## config.mk

```make
export PLATFORM = sky130hd
export DESIGN_NAME = dma_xfer_ctrl
export DESIGN_NICKNAME = d
export VERILOG_FILES = /design/src/rtl/sdmac_pkg.sv /design/src/rtl/dma_addr_cntr.sv /design/src/rtl/dma_xfer_ctrl.sv
export SDC_FILE = /design/constraint.sdc
export NUM_CORES = 1
export LEC_CHECK = 0
export BUFFER_PORTS_ARGS = -buffer_cell sky130_fd_sc_hd__buf_4
export CORE_UTILIZATION = 54
export CTS_CLUSTER_SIZE = 10
export DETAILED_ROUTE_END_ITERATION = 12
export MAX_ROUTING_LAYER = met4
export PLACE_DENSITY = 0.83
export SYNTH_ARGS = -nofsm -noshare
export SYNTH_HDL_FRONTEND = slang
export SYNTH_SLANG_ARGS = --single-unit
```

## constraint.sdc

```tcl
create_clock -name CLK -period 4.4 [get_ports CLK]
set_input_delay 0.88 -clock CLK [delete_from_list [all_inputs] [get_ports CLK]]
set_output_delay 0.88 -clock CLK [all_outputs]
set_load 0.05 [all_outputs]
```

## src/rtl/sdmac_pkg.sv

```systemverilog
// rtl/sdmac_pkg.sv - shared state encoding and constants for the SCSI DMA transfer controller
package sdmac_pkg;

   localparam logic [2:0] ST_IDLE    = 3'd0;
   localparam logic [2:0] ST_REQ     = 3'd1;
   localparam logic [2:0] ST_OWN     = 3'd2;
   localparam logic [2:0] ST_CYCLE   = 3'd3;
   localparam logic [2:0] ST_RELEASE = 3'd4;

   localparam int          SDMAC_BURST_LEN = 4;
   localparam logic [31:0] ADDR_INC        = 32'd4;

   // SCSI->memory needs a longword in the FIFO, memory->SCSI needs room for one.
   function automatic logic data_ready(input logic dir, input logic empty, input logic full);
      return dir ? !full : !empty;
   endfunction

endpackage

```

## src/rtl/dma_addr_cntr.sv

```systemverilog
// rtl/dma_addr_cntr.sv - transfer address counter: load, longword increment, natural 32-bit wrap
module dma_addr_cntr
   import sdmac_pkg::*;
(
   input  logic        CLK,
   input  logic        RESET_,
   input  logic        LD,
   input  logic [31:0] D,
   input  logic        INC,
   output logic [31:0] Q
);

   always_ff @(negedge CLK or negedge RESET_) begin
      if (!RESET_)
         Q <= '0;
      else if (LD)
         Q <= D;
      else if (INC)
         Q <= Q + ADDR_INC;
   end

endmodule

```

## src/rtl/dma_xfer_ctrl.sv

```systemverilog
// rtl/dma_xfer_ctrl.sv - bus-master sequencer moving longwords between the SCSI FIFO and memory
module dma_xfer_ctrl
   import sdmac_pkg::*;
#(
   parameter int BURST_LEN = SDMAC_BURST_LEN
)(
   input  logic        CLK,
   input  logic        RESET_,
   input  logic        DMAENA,
   input  logic        DMADIR,
   input  logic        ACR_LD,
   input  logic [31:0] ACR_D,
   input  logic        FIFO_EMPTY,
   input  logic        FIFO_FULL,
   output logic        FIFO_RD,
   output logic        FIFO_WR,
   output logic        BR_,
   output logic        BGACK_,
   input  logic        BG_,
   input  logic        DSACK_,
   input  logic        BERR_,
   output logic        AS_,
   output logic        RW,
   output logic [31:0] ADDR,
   output logic        DMA_ACTIVE,
   output logic        DMA_ERR
);

   localparam int            BW        = $clog2(BURST_LEN + 1);
   localparam logic [BW-1:0] BEATS_MAX = BW'(BURST_LEN);

   logic [2:0]    state;
   logic [BW-1:0] beats;
   logic          ready;
   logic          ack;
   logic          err;
   logic          addr_ld;

   assign ready   = data_ready(DMADIR, FIFO_EMPTY, FIFO_FULL);
   // A bus error wins over a simultaneous DSACK_.
   assign err     = (state == ST_CYCLE) && !AS_ && !BERR_;
   assign ack     = (state == ST_CYCLE) && !AS_ && !DSACK_ && BERR_;
   assign addr_ld = ACR_LD && (state == ST_IDLE);

   assign BR_        = (state != ST_REQ);
   assign BGACK_     = !((state == ST_OWN) || (state == ST_CYCLE));
   assign DMA_ACTIVE = (state == ST_OWN) || (state == ST_CYCLE) || (state == ST_RELEASE);

   dma_addr_cntr u_addr_cntr (
      .CLK    (CLK),
      .RESET_ (RESET_),
      .LD     (addr_ld),
      .D      (ACR_D),
      .INC    (ack),
      .Q      (ADDR)
   );

   always_ff @(negedge CLK or negedge RESET_) begin
      if (!RESET_) begin
         state   <= ST_IDLE;
         beats   <= '0;
         AS_     <= 1'b1;
         RW      <= 1'b1;
         FIFO_RD <= 1'b0;
         FIFO_WR <= 1'b0;
         DMA_ERR <= 1'b0;
      end else begin
         FIFO_RD <= ack && !DMADIR;
         FIFO_WR <= ack && DMADIR;
         case (state)
            ST_IDLE: begin
               if (ACR_LD)
                  DMA_ERR <= 1'b0;
               if (DMAENA && ready && !DMA_ERR)
                  state <= ST_REQ;
            end
            ST_REQ: begin
               if (!DMAENA)
                  state <= ST_IDLE;
               else if (!BG_)
                  state <= ST_OWN;
            end
            ST_OWN: begin
               state <= ST_CYCLE;
               AS_   <= 1'b0;
               RW    <= DMADIR;
            end
            ST_CYCLE: begin
               if (!AS_) begin
                  if (err) begin
                     AS_     <= 1'b1;
                     DMA_ERR <= 1'b1;
                     state   <= ST_RELEASE;
                  end else if (ack) begin
                     AS_   <= 1'b1;
                     beats <= beats + BW'(1);
                  end
               // AS_ high here is the gap after a beat, once the FIFO flags reflect the strobe.
               end else if ((beats < BEATS_MAX) && DMAENA && ready) begin
                  AS_ <= 1'b0;
                  RW  <= DMADIR;
               end else begin
                  state <= ST_RELEASE;
               end
            end
            ST_RELEASE: begin
               state <= ST_IDLE;
               beats <= '0;
               RW    <= 1'b1;
            end
            default: state <= ST_IDLE;
         endcase
      end
   end

endmodule

```

==> metrics.json <==
{
  "cts": {
    "clk_root_buffer_cell": "sky130_fd_sc_hd__clkbuf_8",
    "worst_skew_pair.late_latency_ns": 0.35,
    "clock_edge_transition_at_the_registers_on_the_reported_setup_and_hold_paths_ns": 0.06,
    "cts.htree.levels": 2,
    "tritoncts": "done",
    "cts_buffer_depth": 2,
    "cts.hold.buffers_added": 0,
    "clkSinkCount": 43,
    "cts_made_buffers": 5
  },
  "synth": {
    "syn_avg_cell_area_um2": 8.95,
    "yosys-top-cells-count": "sky130_fd_sc_hd__nand2_1 (49), sky130_fd_sc_hd__dfrtn_1 (41), sky130_fd_sc_hd__o21ai_1 (20), sky130_fd_sc_hd__nor2_1 (15), sky130_fd_sc_hd__xor2_1 (14)",
    "synth_fp_nets": 307,
    "post-synth-top-count-cell": "sky130_fd_sc_hd__nand2_1",
    "netlist-cell-type-count": 47,
    "synth_sequential_area_ratio": 0.458,
    "cells_after_synth": 263,
    "synth_top_flop_cell": "sky130_fd_sc_hd__dfrtn_1",
    "synthesis.yosys.warnings": 0,
    "synth_edf_count": 0,
    "ys_async_sr_fraction": 1.00,
    "netlist.area_leader.share": 0.436,
    "yosys.area.top_type": "sky130_fd_sc_hd__dfrtn_1",
    "synth.area.top_cells": "sky130_fd_sc_hd__dfrtn_1 (44%), sky130_fd_sc_hd__nand2_1 (7.8%), sky130_fd_sc_hd__xor2_1 (5.2%), sky130_fd_sc_hd__o21ai_1 (4.3%), sky130_fd_sc_hd__xnor2_1 (3.7%)",
    "number_of_synthesized_register_bits": 43,
    "netlist_area_um2": 2350
  },
  "drt": {
    "avgViaCountPerCell": 5.62,
    "drt_pre_antenna_iters": 4,
    "ant_nets": 0,
    "route.detailed.drc": 0,
    "route.detailed.wl_per_inst_um": 14.6,
    "wl_um": 6060,
    "dr_total_vias": 2325,
    "detailedRoute.firstIterationViolations": 161
  },
  "setup_path": {
    "max_stage_delay_ns": 0.51,
    "cp_cell_sequence": "buf_4 > nor2_2 > nand2_1 > buf_4",
    "crit_required_ns": 3.52,
    "cpMaxStageDelayCell": "sky130_fd_sc_hd__dfrtn_1",
    "critical_path.max_fanout": 4,
    "endpoint_kind": "primary output",
    "critical-path-top-cell-by-count": "sky130_fd_sc_hd__buf_4",
    "worstSetupPathType": "flip-flop to primary output",
    "startpoint_type": "flip-flop",
    "cp_data_arrival_time_ns": 3.47
  },
  "timing": {
    "rsz0062_at_grt": "false",
    "transition_at_the_pin_with_the_smallest_max_transition_slack_ns": 0.666,
    "whs_ns": 0.428,
    "setup_viol_count_final": 0,
    "timing.final.hold_violations": 0,
    "fin_worst_skew_ns": 0.0559,
    "maxSlewViolCount": 0,
    "slew-limit-headroom": 0.552,
    "finalWorstSetupSlack_ns": 0.0493
  },
  "grt": {
    "total_grt_overflow": 0,
    "met1_usage": 0.378,
    "antenna_found_initial": 0,
    "grt_most_used_layer": "met2",
    "gr-usage-met2": 0.447,
    "number_of_global_route_vias_before_repair": 2065,
    "grt_use_total": 0.287,
    "grt_first_pass_wirelength_um": 9480,
    "maximum_number_of_pins_on_one_net_before_global_route_repair": 44,
    "grt_use_met3": 0.0617
  },
  "cells_and_area": {
    "postLayoutCoreUtil": 0.812,
    "area.growth.synth_to_final_pct": 41.0,
    "drive_gt1_frac": 0.335,
    "final_antenna_diode_count": 0,
    "design.final.nets": 407
  },
  "die": {
    "start_util": 0.576,
    "die_area_um2": 4630,
    "die-height_um": 68.0,
    "rows": 23,
    "top_ports": 82,
    "die-width_um": 68.0,
    "floorplan.core_area_um2": 4090
  },
  "pwr": {
    "power.static_leakage_nw": 1.51,
    "max-vdd-ir-drop_mv": 0.465,
    "p_per_area_nw_per_um2": 821
  },
  "place": {
    "dp_slack_ns": -0.219,
    "dp.final_hpwl_um": 4330,
    "gp_congestion": 0.836,
    "numPortBuffers": 81
  },
  "worst_hold_path": {
    "timing.hold.worst.class": "flip-flop to flip-flop"
  },
  "run": {
    "drv_cap": 0
  },
  "outcome": {
    "run_status": "complete, no violations"
  }
}
-- stage by stage --
stage / area, um2 / setup TNS [ns] / power [mW] / instances
finish: 3320 / 0 / 2.72 / 414
global route: 3320 / 0 / 2.88 / 414
CTS: 3300 / 0 / 2.71 / 413
detailed placement: 3120 / -0.912 / 2.29 / 401
global placement: 3120 / -0.467 / 2.26 / 401
floorplan: 2360 / 0 / 1.79 / 263
-- critical path: cells and delay by family, from the launching register on --
kind	cells	cell delay, ns
DFF	1	0.51
buffers and inverters	2	0.36
and+or+nand+nor	2	0.10
-- logic make-up (layout without fill, tap and decap cells) --
family | after synthesis | count (layout) | synth area share
AOI/OAI and AO/OA | 49 | 49 | 0.120
xor gates and xnor gates | 24 | 24 | 0.0893
adders and majority gates | 2 | 2 | 0.0106
buffers and inverters | 16 | 117 | 0.0298
DFF | 43 | 43 | 0.458
muxes | 2 | 2 | 0.00904
and+or+nand+nor | 127 | 127 | 0.283
-- per-layer routing --
| metal | wire length (um) | vias to the layer above |
|---|---|---|
| li1 | - | 1126 |
| met1 | 2610 | 1109 |
| met2 | 2990 | 82 |
| met3 | 394 | 8 |
| met4 | 72 | 0 |
| met5 | 0 | - |
-- timing repair --
action                                  4_1_cts  5_1_grt
gates cloned                                  0        0
buffers inserted                              3        1
endpoints found under the setup margin        1        3
resized for setup                             0        4
pin swaps                                     0        1
-- cell type report --
cell class / count / area (um2)
Clock buffer: 6 / 93.8
Clock inverter: 4 / 67.6
Fill cell: 271 / 768
Inverter: 6 / 22.5
Multi-Input combinational cell: 204 / 1220
Sequential cell: 43 / 1080
Tap cell: 50 / 62.6
Timing Repair Buffer: 101 / 774
-- path summary, 6_finish.rpt --
kind | end | slack (ns) | from | cells after the start
max | BR_ | 0.05 | state[2] | 4
min | u_addr_cntr.Q[1] | 0.43 | u_addr_cntr.Q[1] | 2
max reg2reg | u_addr_cntr.Q[24] | 2.21 | u_addr_cntr.Q[7] | 5
min reg2reg | u_addr_cntr.Q[1] | 0.43 | u_addr_cntr.Q[1] | 2
max in group asynchronous | RW | 1.30 | RESET_ | 1
min in group asynchronous | beats[1] | 2.65 | RESET_ | 1
-- flip-flops by register name (all words and copies together) (netlist names) --
name,count
state,3
FIFO_WR,1
RW,1
beats,3
AS_,1
DMA_ERR,1
FIFO_RD,1
u_addr_cntr.Q,32
-- cells in the final DEF, fill, tap and decap left out, types with 5 or more instances in the layout --
cell                       instances
sky130_fd_sc_hd__xor2_1           14
sky130_fd_sc_hd__o21ai_0           7
sky130_fd_sc_hd__clkbuf_8          5
sky130_fd_sc_hd__nor2_1           14
sky130_fd_sc_hd__nand3_1          12
sky130_fd_sc_hd__a21oi_1           6
sky130_fd_sc_hd__nand2_1          48
sky130_fd_sc_hd__xnor2_1          10
sky130_fd_sc_hd__nand4_1          11
sky130_fd_sc_hd__inv_1             8
sky130_fd_sc_hd__o21ai_1          20
sky130_fd_sc_hd__dfrtn_1          41
sky130_fd_sc_hd__nor3_1            5
sky130_fd_sc_hd__and3_1            8
sky130_fd_sc_hd__a31oi_1           6
sky130_fd_sc_hd__buf_4            99
-- where the power goes --
part / switching [mW] / total (mW) / internal [mW]
registers: 0.225 / 0.814 / 0.590
logic: 0.987 / 1.50 / 0.515
clock network: 0.144 / 0.407 / 0.263
total: 1.36 / 2.72 / 1.37
No activity file was read; power rests on OpenSTA's default activity.
